===== config.mk =====
export PLATFORM = sky130hd
export DESIGN_NAME = remote_pad_conditioner
export DESIGN_NICKNAME = d
export VERILOG_FILES = /design/src/rtl/remote_pad_conditioner.sv
export SDC_FILE = /design/constraint.sdc
export NUM_CORES = 1
export LEC_CHECK = 0
export BUFFER_PORTS_ARGS = -buffer_cell sky130_fd_sc_hd__buf_2
export CORE_MARGIN = 1.5
export CORE_UTILIZATION = 60
export CTS_CLUSTER_DIAMETER = 40
export CTS_CLUSTER_SIZE = 12
export DETAILED_ROUTE_END_ITERATION = 10
export GPL_ROUTABILITY_DRIVEN = 0
export GPL_TIMING_DRIVEN = 0
export PLACE_DENSITY_LB_ADDON = 0.08
export SYNTH_ARGS = -nofsm -noshare
export SYNTH_HDL_FRONTEND = slang
export SYNTH_SLANG_ARGS = --single-unit

===== constraint.sdc =====
create_clock -name clk -period 2.9 [get_ports clk]
set_input_delay 0.435 -clock clk [delete_from_list [all_inputs] [get_ports clk]]
set_output_delay 0.435 -clock clk [all_outputs]
set_load 0.02 [all_outputs]

===== src/rtl/remote_pad_conditioner.sv =====
`default_nettype none
// +----------------------------------------------------------------------------+
// | remote_pad_conditioner                                                     |
// | Synchronises and debounces the player-2 button lines from the slave board, |
// | emits rising-edge pulses and masks outputs during an opposing-direction    |
// | wiring fault.                                                              |
// | Rev 1.0                                                                    |
// +----------------------------------------------------------------------------+
module remote_pad_conditioner #(
   parameter int N_BTN           = 5,
   parameter int DEBOUNCE_CYCLES = 100000,
   parameter int FAULT_CYCLES    = 2000000
) (
   input  logic             clk,
   input  logic             reset,
   input  logic             enable,
   input  logic [N_BTN-1:0] raw_btn,
   output logic [N_BTN-1:0] btn_level,
   output logic [N_BTN-1:0] btn_rise,
   output logic             link_fault
);

   localparam int c_DW = $clog2(DEBOUNCE_CYCLES);
   localparam int c_FW = $clog2(FAULT_CYCLES);
   // The debounce counter is accepted on the edge where it would reach
   // DEBOUNCE_CYCLES-1; combined with the registered output stage this gives
   // a raw-to-output latency of exactly DEBOUNCE_CYCLES+2 edges.
   localparam logic [c_DW-1:0] c_DB_ACCEPT = c_DW'(DEBOUNCE_CYCLES - 2);
   localparam logic [c_DW-1:0] c_DB_ONE    = c_DW'(1);
   localparam logic [c_FW-1:0] c_F_LAST    = c_FW'(FAULT_CYCLES - 1);
   localparam logic [c_FW-1:0] c_F_ONE     = c_FW'(1);

   typedef enum logic [1:0] {
      ST_STABLE_LO = 2'd0,
      ST_CHK_HI    = 2'd1,
      ST_STABLE_HI = 2'd2,
      ST_CHK_LO    = 2'd3
   } db_state_t;

   typedef enum logic {
      F_OK    = 1'b0,
      F_FAULT = 1'b1
   } flt_state_t;

   logic [N_BTN-1:0] r_sync1;
   logic [N_BTN-1:0] r_sync2;
   logic [N_BTN-1:0] w_lvl;
   logic [N_BTN-1:0] w_lvl_nxt;
   logic [N_BTN-1:0] w_rise;
   logic [N_BTN-1:0] w_mask;

   flt_state_t       r_fst;
   flt_state_t       w_fst_nxt;
   logic [c_FW-1:0]  r_fcnt;
   logic [c_FW-1:0]  w_fcnt_nxt;
   logic             w_conflict;

   always_ff @(posedge clk) begin
      if (reset) begin
         r_sync1 <= '0;
         r_sync2 <= '0;
      end else begin
         r_sync1 <= raw_btn;
         r_sync2 <= r_sync1;
      end
   end

   for (genvar gi = 0; gi < N_BTN; gi++) begin : g_btn
      db_state_t       r_st;
      db_state_t       w_st_nxt;
      logic [c_DW-1:0] r_cnt;
      logic [c_DW-1:0] w_cnt_nxt;
      logic            w_acc;

      always_ff @(posedge clk) begin
         if (reset) begin
            r_st  <= ST_STABLE_LO;
            r_cnt <= '0;
         end else begin
            r_st  <= w_st_nxt;
            r_cnt <= w_cnt_nxt;
         end
      end

      always_comb begin
         w_st_nxt  = r_st;
         w_cnt_nxt = r_cnt;
         w_acc     = 1'b0;
         case (r_st)
            ST_STABLE_LO: begin
               if (r_sync2[gi]) begin
                  w_st_nxt  = ST_CHK_HI;
                  w_cnt_nxt = '0;
               end
            end
            ST_CHK_HI: begin
               if (!r_sync2[gi]) begin
                  w_st_nxt = ST_STABLE_LO;
               end else if (r_cnt == c_DB_ACCEPT) begin
                  w_st_nxt = ST_STABLE_HI;
                  w_acc    = 1'b1;
               end else begin
                  w_cnt_nxt = r_cnt + c_DB_ONE;
               end
            end
            ST_STABLE_HI: begin
               if (!r_sync2[gi]) begin
                  w_st_nxt  = ST_CHK_LO;
                  w_cnt_nxt = '0;
               end
            end
            ST_CHK_LO: begin
               if (r_sync2[gi]) begin
                  w_st_nxt = ST_STABLE_HI;
               end else if (r_cnt == c_DB_ACCEPT) begin
                  w_st_nxt = ST_STABLE_LO;
               end else begin
                  w_cnt_nxt = r_cnt + c_DB_ONE;
               end
            end
            default: w_st_nxt = ST_STABLE_LO;
         endcase
      end

      // The accepted level is implied by the state: high in STABLE_HI and
      // while a falling edge is still being qualified.
      assign w_lvl[gi]     = (r_st == ST_STABLE_HI) || (r_st == ST_CHK_LO);
      assign w_lvl_nxt[gi] = (w_st_nxt == ST_STABLE_HI) || (w_st_nxt == ST_CHK_LO);
      assign w_rise[gi]    = w_acc;
   end

   assign w_conflict = (w_lvl[0] & w_lvl[1]) | (w_lvl[2] & w_lvl[3]);

   always_ff @(posedge clk) begin
      if (reset) begin
         r_fst  <= F_OK;
         r_fcnt <= '0;
      end else begin
         r_fst  <= w_fst_nxt;
         r_fcnt <= w_fcnt_nxt;
      end
   end

   always_comb begin
      w_fst_nxt  = r_fst;
      w_fcnt_nxt = '0;
      case (r_fst)
         F_OK: begin
            if (w_conflict) begin
               if (r_fcnt == c_F_LAST) begin
                  w_fst_nxt = F_FAULT;
               end else begin
                  w_fcnt_nxt = r_fcnt + c_F_ONE;
               end
            end
         end
         F_FAULT: begin
            if (!w_conflict) begin
               if (r_fcnt == c_F_LAST) begin
                  w_fst_nxt = F_OK;
               end else begin
                  w_fcnt_nxt = r_fcnt + c_F_ONE;
               end
            end
         end
         default: w_fst_nxt = F_OK;
      endcase
   end

   assign link_fault = (r_fst == F_FAULT);
   assign w_mask     = {N_BTN{enable & ~link_fault}};

   always_ff @(posedge clk) begin
      if (reset) begin
         btn_level <= '0;
         btn_rise  <= '0;
      end else begin
         btn_level <= w_lvl_nxt & w_mask;
         btn_rise  <= w_rise & w_mask;
      end
   end

endmodule
`default_nettype wire


## Word level (Yosys, flattened, before mapping)

Index checks and enable logic that the tools add are counted.

| storage, ports and cells | value |
|---|---|
| register bits | 137 |
| input bits | 8 |
| output and inout port bits | 11 |
| logic and storage cells | 188 |

| operators by class | value |
|---|---|
| add/sub/neg operators | 6 |
| equality and inequality tests | 51 |
| mux-type cells | 89 |
| bitwise logic cells | 7 |
| reduce and logical (&&, ||, !) cells | 19 |

Operators with widths:

| kind | count |
|---|---|
| $mux 17 | 25 |
| $pmux 17 s4 | 5 |
| $add 17x1->17 const B | 5 |
| $eq 17x17->1 const B | 5 |
| $mux 21 | 3 |
| $mux 2 | 30 |
| $pmux 21 s2 | 1 |
| $eq 2x2->1 const B | 20 |
| $ne 2x2->1 const B | 20 |
| $pmux 2 s4 | 5 |
| $add 21x1->21 const B | 1 |
| $eq 21x21->1 const B | 1 |
| $reduce_and 4->1 | 5 |
| $mux 1 | 19 |
| $and 5x5->5 | 2 |
| $eq 2x1->1 const B | 5 |
| $logic_not 2->1 | 5 |
| $logic_or 1x1->1 | 9 |
| $and 1x1->1 | 3 |
| $pmux 1 s2 | 1 |
| $not 1->1 | 1 |
| $or 1x1->1 | 1 |

## Logic depth before layout (Yosys ltp)

Gate-level depths: netlist (run 1).

| logic depth | value |
|---|---|
| word-level depth | 7 |
| depth in mapped cells | 8 |
| depth with buffers taken out | 7 |

## Worst setup path after synthesis (run 1)

Ideal clock, no wire load.

| timing | value |
|---|---|
| kind | reg2reg |
| from | register g_btn[4].r_cnt[8] |
| to | register g_btn[4].r_cnt[3] |
| library setup time | 0.128 ns |
| arrival | 1.792 ns |
| setup slack | 0.980 ns |
| cell stages (with the launch flop) | 6 |
| buffers on the path | 0 |
| clock period less this slack | 1.920 ns |
| cell sequence | dfxtp_1 -> or4b_4 -> or4_4 -> o2111a_1 -> xnor2_1 -> nor2_1 |

| between the ends | value |
|---|---|
| word-level cells in the longest chain between the ends | 4 |

RTL lines:

| what | line | RTL |
|---|---|---|
| from (decl) | 71 | `logic [c_DW-1:0] r_cnt;` |
| from (signal assigned) | 81 | `r_cnt <= w_cnt_nxt;` |
| $eq 17x17->1 * | 99, 115 |  |
| $mux 17 * | -- |  |
| $mux 17 (on tied branches) | -- |  |
| $pmux 17 s4 * | -- |  |

Mark *: on every way between the ends. The rest lies on a longest branch, timed or not. The select of a mux whose other input is x is not followed.
A chain may end at the register's enable or synchronous reset.

## Worst setup path in the final report (run 1)

| timing | value |
|---|---|
| from | register g_btn[1].r_cnt[4] |
| to | register g_btn[1].r_cnt[2] |

| between the ends | value |
|---|---|
| word-level cells in the longest chain between the ends | 4 |

RTL lines:

| what | line |
|---|---|
| from (decl) | 71 |
| from (signal assigned) | 81 |
| $eq 17x17->1 * | 99, 115 |
| $mux 17 * | -- |
| $mux 17 (on tied branches) | -- |
| $pmux 17 s4 * | -- |

Marks and branches as above.

==> results of run 1 <==
==> cells by family after synthesis <==
kind of cell / synth area share (%)
buf+inv: 2.80
flops: 43.6
xor+xnor: 10.8
mux: 1.29
simple gates: 30.4
fa+ha+maj: 2.19
compound gates: 8.89
==> flip-flops by register name (all words and copies together), names as in the netlist, named ones only <==
signal / flops
r_sync1: 5
btn_rise: 5
g_btn.r_st: 10
btn_level: 5
r_fcnt: 21
g_btn.r_cnt: 85
r_sync2: 5
==> final cells by class <==
type / instances / share of cell area (%)
plain buffers: 20 / 1.21
repair buffers: 18 / 1.27
clock inverters: 7 / 1.30
flip-flops and latches: 137 / 38.5
clock buffers: 24 / 6.61
multi-input cells: 549 / 47.4
well taps: 136 / 2.39
inverters: 24 / 1.27
==> power by group <==
group          leakage, nW  internal, mW  switching, mW
registers             1.11          1.89        0.00695
logic                 1.00        0.0248         0.0649
clock network        0.279          1.28          0.751
==> layer usage <==
metal  up-vias  GRT usage, %
li1       2664             -
met1      2457          30.5
met2       104          40.5
met3        13          6.18
met4         0          7.73
met5         -             0
==> stage by stage <==
step / util (%) / area [um^2]
floorplan: - / 6290
global placement: 64.1 / 6560
detailed placement: 64.1 / 6560
CTS: 69.6 / 7120
global route: 69.6 / 7120
finish: 69.6 / 7120
==> final timing paths <==
path | from | endpoint | slack, ns | depth (start not counted)
worst max-delay path | g_btn[1].r_cnt[4]$_SDFFE_PP0P_ | g_btn[1].r_cnt[2]$_SDFFE_PP0P_ | 0.78 | 6
worst max register to register | g_btn[1].r_cnt[4]$_SDFFE_PP0P_ | g_btn[1].r_cnt[2]$_SDFFE_PP0P_ | 0.78 | 6
worst min-delay path | raw_btn[0] | r_sync1[0]$_SDFF_PP0_ | 0.12 | 2
worst min register to register | r_sync1[3]$_SDFF_PP0_ | r_sync2[3]$_SDFF_PP0_ | 0.44 | 1
==> cell usage in the layout (no fill, tap or decap), types with 4 or more instances in the layout <==
cell type                   instances
sky130_fd_sc_hd__nor2_1           110
sky130_fd_sc_hd__clkbuf_16         16
sky130_fd_sc_hd__or3_1             14
sky130_fd_sc_hd__buf_2             21
sky130_fd_sc_hd__nor2b_1           10
sky130_fd_sc_hd__and2_1             4
sky130_fd_sc_hd__and4_1             9
sky130_fd_sc_hd__dfxtp_1          137
sky130_fd_sc_hd__xnor2_1           30
sky130_fd_sc_hd__clkbuf_8           4
sky130_fd_sc_hd__nand4_1           31
sky130_fd_sc_hd__inv_1             23
sky130_fd_sc_hd__xor2_1            46
sky130_fd_sc_hd__or4_1             16
sky130_fd_sc_hd__o21ai_0           18
sky130_fd_sc_hd__nand2_1           58
sky130_fd_sc_hd__a21oi_1           35
sky130_fd_sc_hd__and3_1             9
sky130_fd_sc_hd__ha_1              11
sky130_fd_sc_hd__mux2i_1            7
sky130_fd_sc_hd__nor4_1            12
sky130_fd_sc_hd__nor4b_1           11
sky130_fd_sc_hd__a211oi_1           4
sky130_fd_sc_hd__nor3_1            18
sky130_fd_sc_hd__nand3_1           41
sky130_fd_sc_hd__clkbuf_1          19
sky130_fd_sc_hd__o21ai_1            5
==> results.txt, run 1 <==
----------------------------------------------------
[Clocking]
  Clock tree from TritonCTS ... built
  Number of buffers inserted by hold repair at cts ... 0
  Root Buffer ... sky130_fd_sc_hd__clkbuf_8
  Total clock buffers created by CTS ... 17
  Number of clock sinks seen by CTS ... 137
  Maximum clock insertion buffer count ... 2
  Clock Pin Slew Worst Setup and Hold Paths ... 0.06 ns
  Insertion delay to the later sink of the worst-skew pair ... 0.52 ns
  Resized cells post-CTS ... 0
  Clock H-tree levels ... 4
  Number of buffers inserted by post-CTS setup repair ... 0

[Global routing]
  Remaining global-route overflow ... 0
  Largest net degree at the start of global routing ... 17
  Global-route wire length before repair ... 21600 um
  Number of global-route vias before repair ... 4743
  Antenna violations before repair ... 0
  Overall global routing resource usage ... 24.2%

[Timing]
  Max-slew headroom ... 54.9%
  Transition time at the pin with the least slew margin ... 0.667 ns
  Pins Over Slew Limit ... 0
  Setup repair after global routing missed its margin ... no
  Count of final hold-check violations ... 0
  Maximum clock frequency ... 471 MHz
  Final sum of negative setup slack ... 0 ns
  Post-layout minimum cycle time ... 2.12 ns
  Setup Skew ... 0.00408 ns
  Number of setup violations in the final report ... 0
  Worst-case setup margin in the final layout ... 0.777 ns
  Worst Hold Margin ... 0.117 ns
  Post-route clock period utilization ... 73.2%

[Routing]
  Routed via count divided by cell count ... 5.72
  Routed wire length on met3 ... 502 um
  Number of nets still failing antenna checks after routing ... 0
  Routed wire length per instance ... 14.1 um
  Total detailed-routing wirelength ... 12900 um
  Drt first-iter violations ... 303
  Met2 routed WL ... 6200 um
  Met1 routed wirelength after detailed routing ... 6010 um
  Pre-Repair DR Iteration Count ... 5
  Highest routed layer ... met4
  DRC ... 0
  Routed vias ... 5238

[Cells and area]
  Layout cell share with drive strength beyond 1 ... 8.73%
  Area delta synth->final ... 13.1%
  # diodes ... 0
  Sequential standard cell area ... 2740 um^2
  Finished Layout Cells ... 915
  Fill cell total of the finished layout ... 838
  Multi-input combinational cell area ... 3380 um^2
  NumNets Final ... 786

[Floorplan]
  Site Rows ... 37
  Top-level I/O count ... 19
  Initial core utilization ... 61.5%
  Area enclosed by the die boundary ... 11100 um^2
  Die width ... 105 um
  Vertical die dimension ... 105 um
  Standard cell core area ... 10200 um^2

[Run status]
  Status ... complete, no violations

[Worst setup path]
  WP data required ... 3.33 ns
  CP Buf/Inv Count ... 1
  CP max FO ... 10
  WS Path Type ... reg2reg
  Cells traversed along the worst timing path ... nand3_1 > or4_1 > o21ai_2 > buf_4 > a21oi_1 > o32ai_1
  Data arrival time of the worst path ... 2.55 ns
  Nature of the critical path startpoint ... register
  Maximum cell stage delay along the critical path ... 0.62 ns
  Worst Setup End Kind ... register
  Worst-path cell with the longest stage delay ... sky130_fd_sc_hd__or4_1
  Cell family with most CP delay ... simple AND/OR/NAND/NOR gates

[Placed design]
  Instance count after placement with tap cells included ... 884
  DPL Wire Length ... 8870 um
  Pre-CTS setup slack ... 0.815 ns
  Count of buffers inserted at the top-level ports ... 18

[Yosys]
  Post-synthesis register bit count ... 137
  Share of the synthesized area in the top cell type ... 43.6%
  Cells after synthesis ... 730
  Library cell with the highest instance count after synthesis ... sky130_fd_sc_hd__dfxtp_1
  Top cell type by total area after synthesis ... sky130_fd_sc_hd__dfxtp_1
  Post-synthesis cell type count ... 59
  Per-instance average area after synthesis ... 8.62 um^2
  Most common library cells after synthesis ... 137 x sky130_fd_sc_hd__dfxtp_1, 110 x sky130_fd_sc_hd__nor2_1, 58 x sky130_fd_sc_hd__nand2_1, 46 x sky130_fd_sc_hd__xor2_1, 41 x sky130_fd_sc_hd__nand3_1
  Top_reg_cell synth ... sky130_fd_sc_hd__dfxtp_1
  Syn Nets ... 749
  Leading post-synthesis cells by cell area ... sky130_fd_sc_hd__dfxtp_1 44%, sky130_fd_sc_hd__nor2_1 6.6%, sky130_fd_sc_hd__xor2_1 6.4%, sky130_fd_sc_hd__xnor2_1 4.2%, sky130_fd_sc_hd__nand2_1 3.5%
  Cell area after synthesis ... 6290 um^2
  Async set-or-reset flop fraction in the synthesized netlist ... 0%
  Sequential element share of the synthesized area ... 43.6%
  Warning count from the yosys run ... 0
  EDFF count, synth ... 0

[Power and ir drop]
  PwrDens ... 565 nW/um^2
  Post-layout power ... 4.03 mW
  Leak Pwr ... 2.39 nW
  Worst supply voltage drop on vdd ... 0.000690 V

[Min path]
  Worst min path class ... in2reg

[Run]
  Number of max-cap violations ... 0

----------------------------------------------------
(Power assumes the default switching activity.)
==> inputs of run 2 (changes only) <==
clock period = 2 ns   (was 2.9 ns; I/O delays follow)
==> run 2 against run 1 <==
  * The run now ends with negative setup slack left
  * Critical path type unchanged
  * Total power grew 45%
  * Critical path depth is the same
  * Worst hold slack worse by 0.092 ns
  * Highest routed layer unchanged
  * First-iteration DRC count rose by 0.66%
  * Combinational power is 66% higher
  * Clock skew hardly changed
  * Global-route usage grew 0.53 points
  * Via count up 2.1%
  * Largest cell class unchanged
  * Largest power group unchanged
  * Sequential share of layout area shrank 1.3 points
==> results.txt, run 2 (synthesized netlist as in run 1, its figures left out) <==
----------------------------------------------------
[Floorplan]
  Initial core utilization ... 61.5% (unchanged)
  Standard cell core area ... 10200 um^2 (unchanged)
  Top-level I/O count ... 19 (unchanged)
  Die width ... 105 um (unchanged)
  Area enclosed by the die boundary ... 11100 um^2 (unchanged)
  Vertical die dimension ... 105 um (unchanged)
  Site Rows ... 37 (unchanged)

[Clocking]
  Insertion delay to the later sink of the worst-skew pair ... 0.52 ns (about the same)
  Clock tree from TritonCTS ... built
  Maximum clock insertion buffer count ... 2 (unchanged)
  Total clock buffers created by CTS ... 17 (unchanged)
  Number of clock sinks seen by CTS ... 137 (unchanged)
  Clock Pin Slew Worst Setup and Hold Paths ... 0.06 ns (about the same)
  Root Buffer ... sky130_fd_sc_hd__clkbuf_8
  Clock H-tree levels ... 4 (unchanged)

[Timing]
  Pins Over Slew Limit ... 0 (unchanged)
  Number of setup violations in the final report ... 5 (+5)
  Worst-case setup margin in the final layout ... -0.0355 ns (-0.812 ns)
  Post-route clock period utilization ... 102% (+29 points)
  Count of final hold-check violations ... 0 (unchanged)
  Maximum clock frequency ... 491 MHz (+4.3%)
  Final sum of negative setup slack ... -0.104 ns (-0.104 ns)
  Setup repair after global routing missed its margin ... yes
  Post-layout minimum cycle time ... 2.04 ns (-0.0875 ns)
  Transition time at the pin with the least slew margin ... 0.610 ns (-0.0568 ns)
  Worst Hold Margin ... 0.0255 ns (-0.0920 ns)
  Setup Skew ... 0.00407 ns (-0.0000152 ns)
  Max-slew headroom ... 59.0% (+4.1 points)

[Cells and area]
  # diodes ... 0 (unchanged)
  Leading cell types in the layout, fill and taps excluded ... 128 x sky130_fd_sc_hd__dfxtp_1, 110 x sky130_fd_sc_hd__nor2_1, 58 x sky130_fd_sc_hd__nand2_1
  Final Util ... 72.5% (+2.9 points)
  Registers with the highest flip-flop counts ... g_btn.r_cnt: 85 flops, r_fcnt: 21 flops, g_btn.r_st: 10 flops
  Layout cell share with drive strength beyond 1 ... 13.7% (+5.0 points)
  Most common cell after layout, fill and taps aside ... sky130_fd_sc_hd__dfxtp_1
  Fill cell total of the finished layout ... 786 (-6.2%)
  Area delta synth->final ... 17.8%
  NumNets Final ... 800 (+1.8%)
  Most flops, register ... g_btn.r_cnt
  Max FFs per register ... 85 (unchanged)

[Worst setup path]
  Data arrival time of the worst path ... 2.43 ns (-0.12 ns)
  Worst-path cell with the longest stage delay ... sky130_fd_sc_hd__or4b_4
  Maximum cell stage delay along the critical path ... 0.58 ns (-0.04 ns)
  Worst Setup End Kind ... register
  Cell family with most CP delay ... simple AND/OR/NAND/NOR gates
  Cells traversed along the worst timing path ... or4b_4 > o41ai_4 > buf_4 > or4_1 > xor2_1 > nor2_1
  WS Path Type ... reg2reg
  WP data required ... 2.39 ns (-0.94 ns)
  Nature of the critical path startpoint ... register
  CP max FO ... 5 (-5)
  CP Buf/Inv Count ... 1 (unchanged)

[Global routing]
  Overall global routing resource usage ... 24.7% (+0.53 points)
  Antenna violations before repair ... 0 (unchanged)
  Remaining global-route overflow ... 0 (unchanged)
  Largest net degree at the start of global routing ... 17 (unchanged)
  Number of global-route vias before repair ... 4857 (+2.4%)
  Global-route wire length before repair ... 22100 um (+2.2%)

[Routing]
  Number of nets still failing antenna checks after routing ... 0 (unchanged)
  DRC ... 0 (unchanged)
  Routed wire length per instance ... 14.7 um (+4.2%)
  Drt first-iter violations ... 305 (+0.66%)
  Routed vias ... 5346 (+2.1%)
  Pre-Repair DR Iteration Count ... 5 (unchanged)
  Routed via count divided by cell count ... 5.75 (+0.52%)
  Total detailed-routing wirelength ... 13600 um (+5.8%)

[Power and ir drop]
  Leak Pwr ... 2.50 nW (+4.7%)
  Worst supply voltage drop on vdd ... 0.00100 V (+45%)
  Post-layout power ... 5.85 mW (+45%)
  PwrDens ... 789 nW/um^2 (+40%)

[Run]
  Number of max-cap violations ... 0 (unchanged)

[Placed design]
  DPL Wire Length ... 8870 um (unchanged)
  Count of buffers inserted at the top-level ports ... 18 (unchanged)

[Run status]
  Status ... finished, violations left
  Violations in the final reports ... negative setup slack

[Min path]
  Worst min path class ... in2reg

----------------------------------------------------
-- run 2: area by class of cell --
| class | instances | area, um^2 | area share [%] |
|---|---|---|---|
| multi-input cells | 549 | 3530 | 47.6 |
| flip-flops and latches | 137 | 2760 | 37.2 |
| clock buffers | 24 | 470 | 6.34 |
| repair buffers | 33 | 208 | 2.80 |
| well taps | 136 | 170 | 2.29 |
| plain buffers | 19 | 93.8 | 1.27 |
| clock inverters | 7 | 92.6 | 1.25 |
| inverters | 24 | 92.6 | 1.25 |
-- run 2: worst register-to-register path, delay by kind of cell (launching register included) --
kind | cells | cell delay, ns
XOR/XNOR | 1 | 0.16
buffers and inverters | 1 | 0.21
AND/OR/NAND/NOR | 3 | 0.76
AO/OA/AOI/OAI | 1 | 0.42
flip-flops | 1 | 0.35
-- run 2: power breakdown --
part           leakage (nW)  internal [mW]  switching (mW)
Combinational          1.11         0.0487           0.101
Sequential             1.11           2.74          0.0109
Clock                 0.279           1.86            1.09
Total                  2.50           4.65            1.20
-- run 2: path summary, 6_finish.rpt --
kind / start / end / slack (ns) / depth (start not counted)
worst max-delay path: g_btn[3].r_cnt[11]$_SDFFE_PP0P_ / g_btn[3].r_cnt[16]$_SDFFE_PP0P_ / -0.04 / 6
worst min-delay path: raw_btn[4] / r_sync1[4]$_SDFF_PP0_ / 0.03 / 2
worst max register to register: g_btn[3].r_cnt[11]$_SDFFE_PP0P_ / g_btn[3].r_cnt[16]$_SDFFE_PP0P_ / -0.04 / 6
worst min register to register: r_sync1[3]$_SDFF_PP0_ / r_sync2[3]$_SDFF_PP0_ / 0.44 / 1
-- run 2: repair_timing --
action                                 CTS  global route
gates cloned                             1             1
pin swaps                                6            19
endpoints found under the hold margin    3             0
gates resized for setup                 18            29
setup buffers                            2             8
hold buffers                             3             0
setup endpoints to repair               41            67
-- run 2: layer usage --
| metal | up-vias | GRT usage [%] | wire [um] |
|---|---|---|---|
| met5 | - | 0 | 0 |
| met1 | 2518 | 30.6 | 6190 |
| met2 | 122 | 41.9 | 6640 |
| li1 | 2690 | - | - |
| met3 | 16 | 6.37 | 603 |
| met4 | 0 | 8.32 | 177 |
-- run 2: through the flow --
| step | instance area, um^2 | setup WS (ns) | instances |
|---|---|---|---|
| after floorplan | 6290 | 0.0799 | 730 |
| after global placement | 6560 | -0.0768 | 884 |
| after detailed placement | 6560 | -0.0853 | 884 |
| after CTS | 7230 | -0.0245 | 921 |
| after global routing | 7410 | -0.0908 | 929 |
| final | 7410 | -0.0355 | 929 |
==> inputs of run 3 (changes only) <==
GPL_TIMING_DRIVEN = 1   (was 0)
==> run 3 against run 2 <==
  * The flow still finishes with violations (negative setup slack)
  * Wire length grew 2.0%
  * Register-to-register slack gained 0.03 ns
  * Critical path depth shrank 1
  * Clock power grew 2%
  * Non-clock buffer count grew 17
  * Total power grew 0.98%
  * Critical endpoint is now g_btn[4].r_cnt[1]$_SDFFE_PP0P_
  * Largest power group unchanged
==> results.txt, run 3 (synthesized netlist as in run 1, its figures left out) <==
----------------------------------------------------
[Run status]
  Status ... finished, violations left
  Violations in the final reports ... negative setup slack

[Floorplan]
  Initial core utilization ... 61.5% (unchanged)
  Die width ... 105 um (unchanged)
  Vertical die dimension ... 105 um (unchanged)
  Site Rows ... 37 (unchanged)
  Area enclosed by the die boundary ... 11100 um^2 (unchanged)
  Top-level I/O count ... 19 (unchanged)
  Standard cell core area ... 10200 um^2 (unchanged)

[Worst setup path]
  Cell family with most CP delay ... simple AND/OR/NAND/NOR gates
  Cell count of the worst reg-to-reg path ... 5 (-1)
  Cells traversed along the worst timing path ... or4b_4 > or4_4 > o21ai_4 > or3b_2 > a21oi_1
  Nature of the critical path startpoint ... register
  Worst Setup End Kind ... register
  WP data required ... 2.39 ns (about the same)
  Reg2Reg Setup Slack ... -0.001 ns (+0.03 ns)
  Worst-path cell with the longest stage delay ... sky130_fd_sc_hd__or4b_4
  End of the critical path ... g_btn[4].r_cnt[1]$_SDFFE_PP0P_
  Worst reg2reg path startpoint ... g_btn[4].r_cnt[8]$_SDFFE_PP0P_
  CP Buf/Inv Count ... 0 (-1)
  Critical path launch point ... g_btn[4].r_cnt[8]$_SDFFE_PP0P_
  CP max FO ... 5 (unchanged)
  Endpoint of the worst-slack reg-to-reg timing path ... g_btn[4].r_cnt[1]$_SDFFE_PP0P_
  Data arrival time of the worst path ... 2.39 ns (-0.04 ns)
  WS Path Type ... reg2reg
  Number of gates on the worst path with buffers counted ... 5 (-1)
  Maximum cell stage delay along the critical path ... 0.56 ns (-0.02 ns)

[Cells and area]
  Max FFs per register ... 85 (unchanged)
  Leading cell types in the layout, fill and taps excluded ... 133 x sky130_fd_sc_hd__dfxtp_1, 110 x sky130_fd_sc_hd__nor2_1, 58 x sky130_fd_sc_hd__nand2_1
  Layout cell share with drive strength beyond 1 ... 15.9% (+2.2 points)
  # diodes ... 0 (unchanged)
  Most flops, register ... g_btn.r_cnt
  Registers with the highest flip-flop counts ... g_btn.r_cnt: 85 flops, r_fcnt: 21 flops, g_btn.r_st: 10 flops
  Final std cell area, no fill ... 7530 um^2 (+1.6%)
  Most common cell after layout, fill and taps aside ... sky130_fd_sc_hd__dfxtp_1
  Fill cell total of the finished layout ... 743 (-5.5%)
  NumNets Final ... 817 (+2.1%)
  Area delta synth->final ... 19.7%

[Routing]
  DRC ... 0 (unchanged)
  Routed vias ... 5470 (+2.3%)
  Total detailed-routing wirelength ... 13900 um (+2.0%)
  Drt first-iter violations ... 355 (+16%)
  Routed wire length per instance ... 14.7 um (about the same)
  Pre-Repair DR Iteration Count ... 6 (+1)
  Routed via count divided by cell count ... 5.78 (+0.37%)
  Number of nets still failing antenna checks after routing ... 0 (unchanged)

[Clocking]
  Total clock buffers created by CTS ... 17 (unchanged)
  Clock Pin Slew Worst Setup and Hold Paths ... 0.06 ns (about the same)
  Clock tree from TritonCTS ... built
  Maximum clock insertion buffer count ... 2 (unchanged)
  Insertion delay to the later sink of the worst-skew pair ... 0.53 ns (about the same)
  Number of clock sinks seen by CTS ... 137 (unchanged)
  Clock H-tree levels ... 4 (unchanged)
  Root Buffer ... sky130_fd_sc_hd__clkbuf_8

[Timing]
  Post-layout minimum cycle time ... 2.00 ns (-0.0343 ns)
  Pins Over Slew Limit ... 0 (unchanged)
  Post-route clock period utilization ... 100% (-1.7 points)
  Setup Skew ... 0.00847 ns (+0.00441 ns)
  Maximum clock frequency ... 500 MHz (+1.7%)
  Setup repair after global routing missed its margin ... yes
  Count of final hold-check violations ... 0 (unchanged)
  Max-slew headroom ... 58.3% (-0.74 points)
  Worst-case setup margin in the final layout ... -0.00119 ns (+0.0343 ns)
  Number of setup violations in the final report ... 1 (-4)
  Transition time at the pin with the least slew margin ... 0.621 ns (+0.0117 ns)

[Global routing]
  Antenna violations before repair ... 0 (unchanged)
  Remaining global-route overflow ... 0 (unchanged)
  Number of global-route vias before repair ... 5277 (+8.6%)
  Global-route wire length before repair ... 23300 um (+5.3%)
  Overall global routing resource usage ... 25.7% (+0.98 points)
  Largest net degree at the start of global routing ... 48 (+31)

[Power and ir drop]
  Worst supply voltage drop on vdd ... 0.000629 V (-37%)
  Flop pwr share ... 46.6% (-0.4 points)
  Switch share ... 21.0% (+0.55 points)
  Relative contribution of the clock network to total power ... 50.8% (+0.4 points)
  Logic pwr share ... 2.6% (about the same)
  Cell internal power dissipation ... 4.66 mW (+0.28%)
  PwrDens ... 784 nW/um^2 (-0.62%)
  Leak Pwr ... 2.66 nW (+6.6%)
  Net switching component of the power ... 1.24 mW (+3.7%)
  Post-layout power ... 5.91 mW (+0.98%)

[Min path]
  Worst min path class ... in2reg

[Placed design]
  Count of buffers inserted at the top-level ports ... 18 (unchanged)
  Instance area after placement ... 6790 um^2 (+3.6%)
  DPL Wire Length ... 9180 um (+3.5%)

[Run]
  Number of max-cap violations ... 0 (unchanged)

----------------------------------------------------
==> run 3: changes by cell type in the layout (fill, tap and decap cells not counted), moves of 3 or more <==
cell / change
sky130_fd_sc_hd__buf_4: +32
sky130_fd_sc_hd__xor2_2: -3
sky130_fd_sc_hd__dfxtp_4: -3
sky130_fd_sc_hd__clkbuf_1: -15
sky130_fd_sc_hd__dfxtp_1: +5
sky130_fd_sc_hd__xor2_1: +3
==> run 3: through the flow <==
step	hold slack [ns]	cells	TNS (ns)	worst slack, ns	util, %
4_1_cts	0.00565	943	0	0.0000231	72.5
2_1_floorplan	0.414	730	0	0.0799	-
3_5_place_dp	0.424	907	-0.0720	-0.0720	66.4
5_1_grt	0.0301	947	-0.381	-0.0664	73.6
3_3_place_gp	0.419	907	0	0.0838	66.4
6_report	0.0115	947	-0.00119	-0.00119	73.6
==> run 3: layer usage <==
metal | part of all wire, % | vias to the layer above | GRT usage [%]
met2 | 49 | 129 | 43.7
met3 | 3.7 | 23 | 7.05
li1 | - | 2736 | -
met1 | 45 | 2582 | 30.9
met5 | 0 | - | 0
met4 | 1.8 | 0 | 9.78
==> run 3: repair_timing <==
item / CTS / global route
setup buffers: 0 / 3
hold buffers: 4 / 0
pin swaps: 0 / 14
setup endpoints to repair: 3 / 40
gates cloned: 0 / 1
endpoints found under the hold margin: 4 / 0
resized for setup: 1 / 22
==> run 3: how the worst min path moves through the flow <==
stage	cells after the start	slack, ns	endpoint	startpoint
5_1_grt	2	0.03	r_sync1[1]$_SDFF_PP0_	raw_btn[1]
4_1_cts	2	0.006	r_sync1[1]$_SDFF_PP0_	raw_btn[1]
3_5_place_dp	1	0.42	r_sync2[3]$_SDFF_PP0_	r_sync1[3]$_SDFF_PP0_
2_1_floorplan	1	0.41	r_sync2[0]$_SDFF_PP0_	r_sync1[0]$_SDFF_PP0_
6_report	2	0.01	r_sync1[1]$_SDFF_PP0_	raw_btn[1]
3_3_place_gp	1	0.42	r_sync2[4]$_SDFF_PP0_	r_sync1[4]$_SDFF_PP0_
==> run 3: power by group through the flow <==
stage               sequential [mW]  clock (mW)  combinational, mW
floorplan                      2.81           0             0.0881
global placement               2.81           0              0.135
detailed placement             2.81           0              0.138
CTS                            2.75        3.05              0.145
global route                   2.75        3.16              0.165
finish                         2.75        3.00              0.152
==> run 3: area by class of cell <==
class / instances / area (um^2) / share of cell area, %
Multi-Input combinational cell: 549 / 3460 / 46.0
Sequential cell: 137 / 2750 / 36.5
Timing Repair Buffer: 69 / 480 / 6.38
Clock buffer: 21 / 459 / 6.10
Tap cell: 136 / 170 / 2.26
Clock inverter: 11 / 121 / 1.61
Inverter: 24 / 90.1 / 1.20
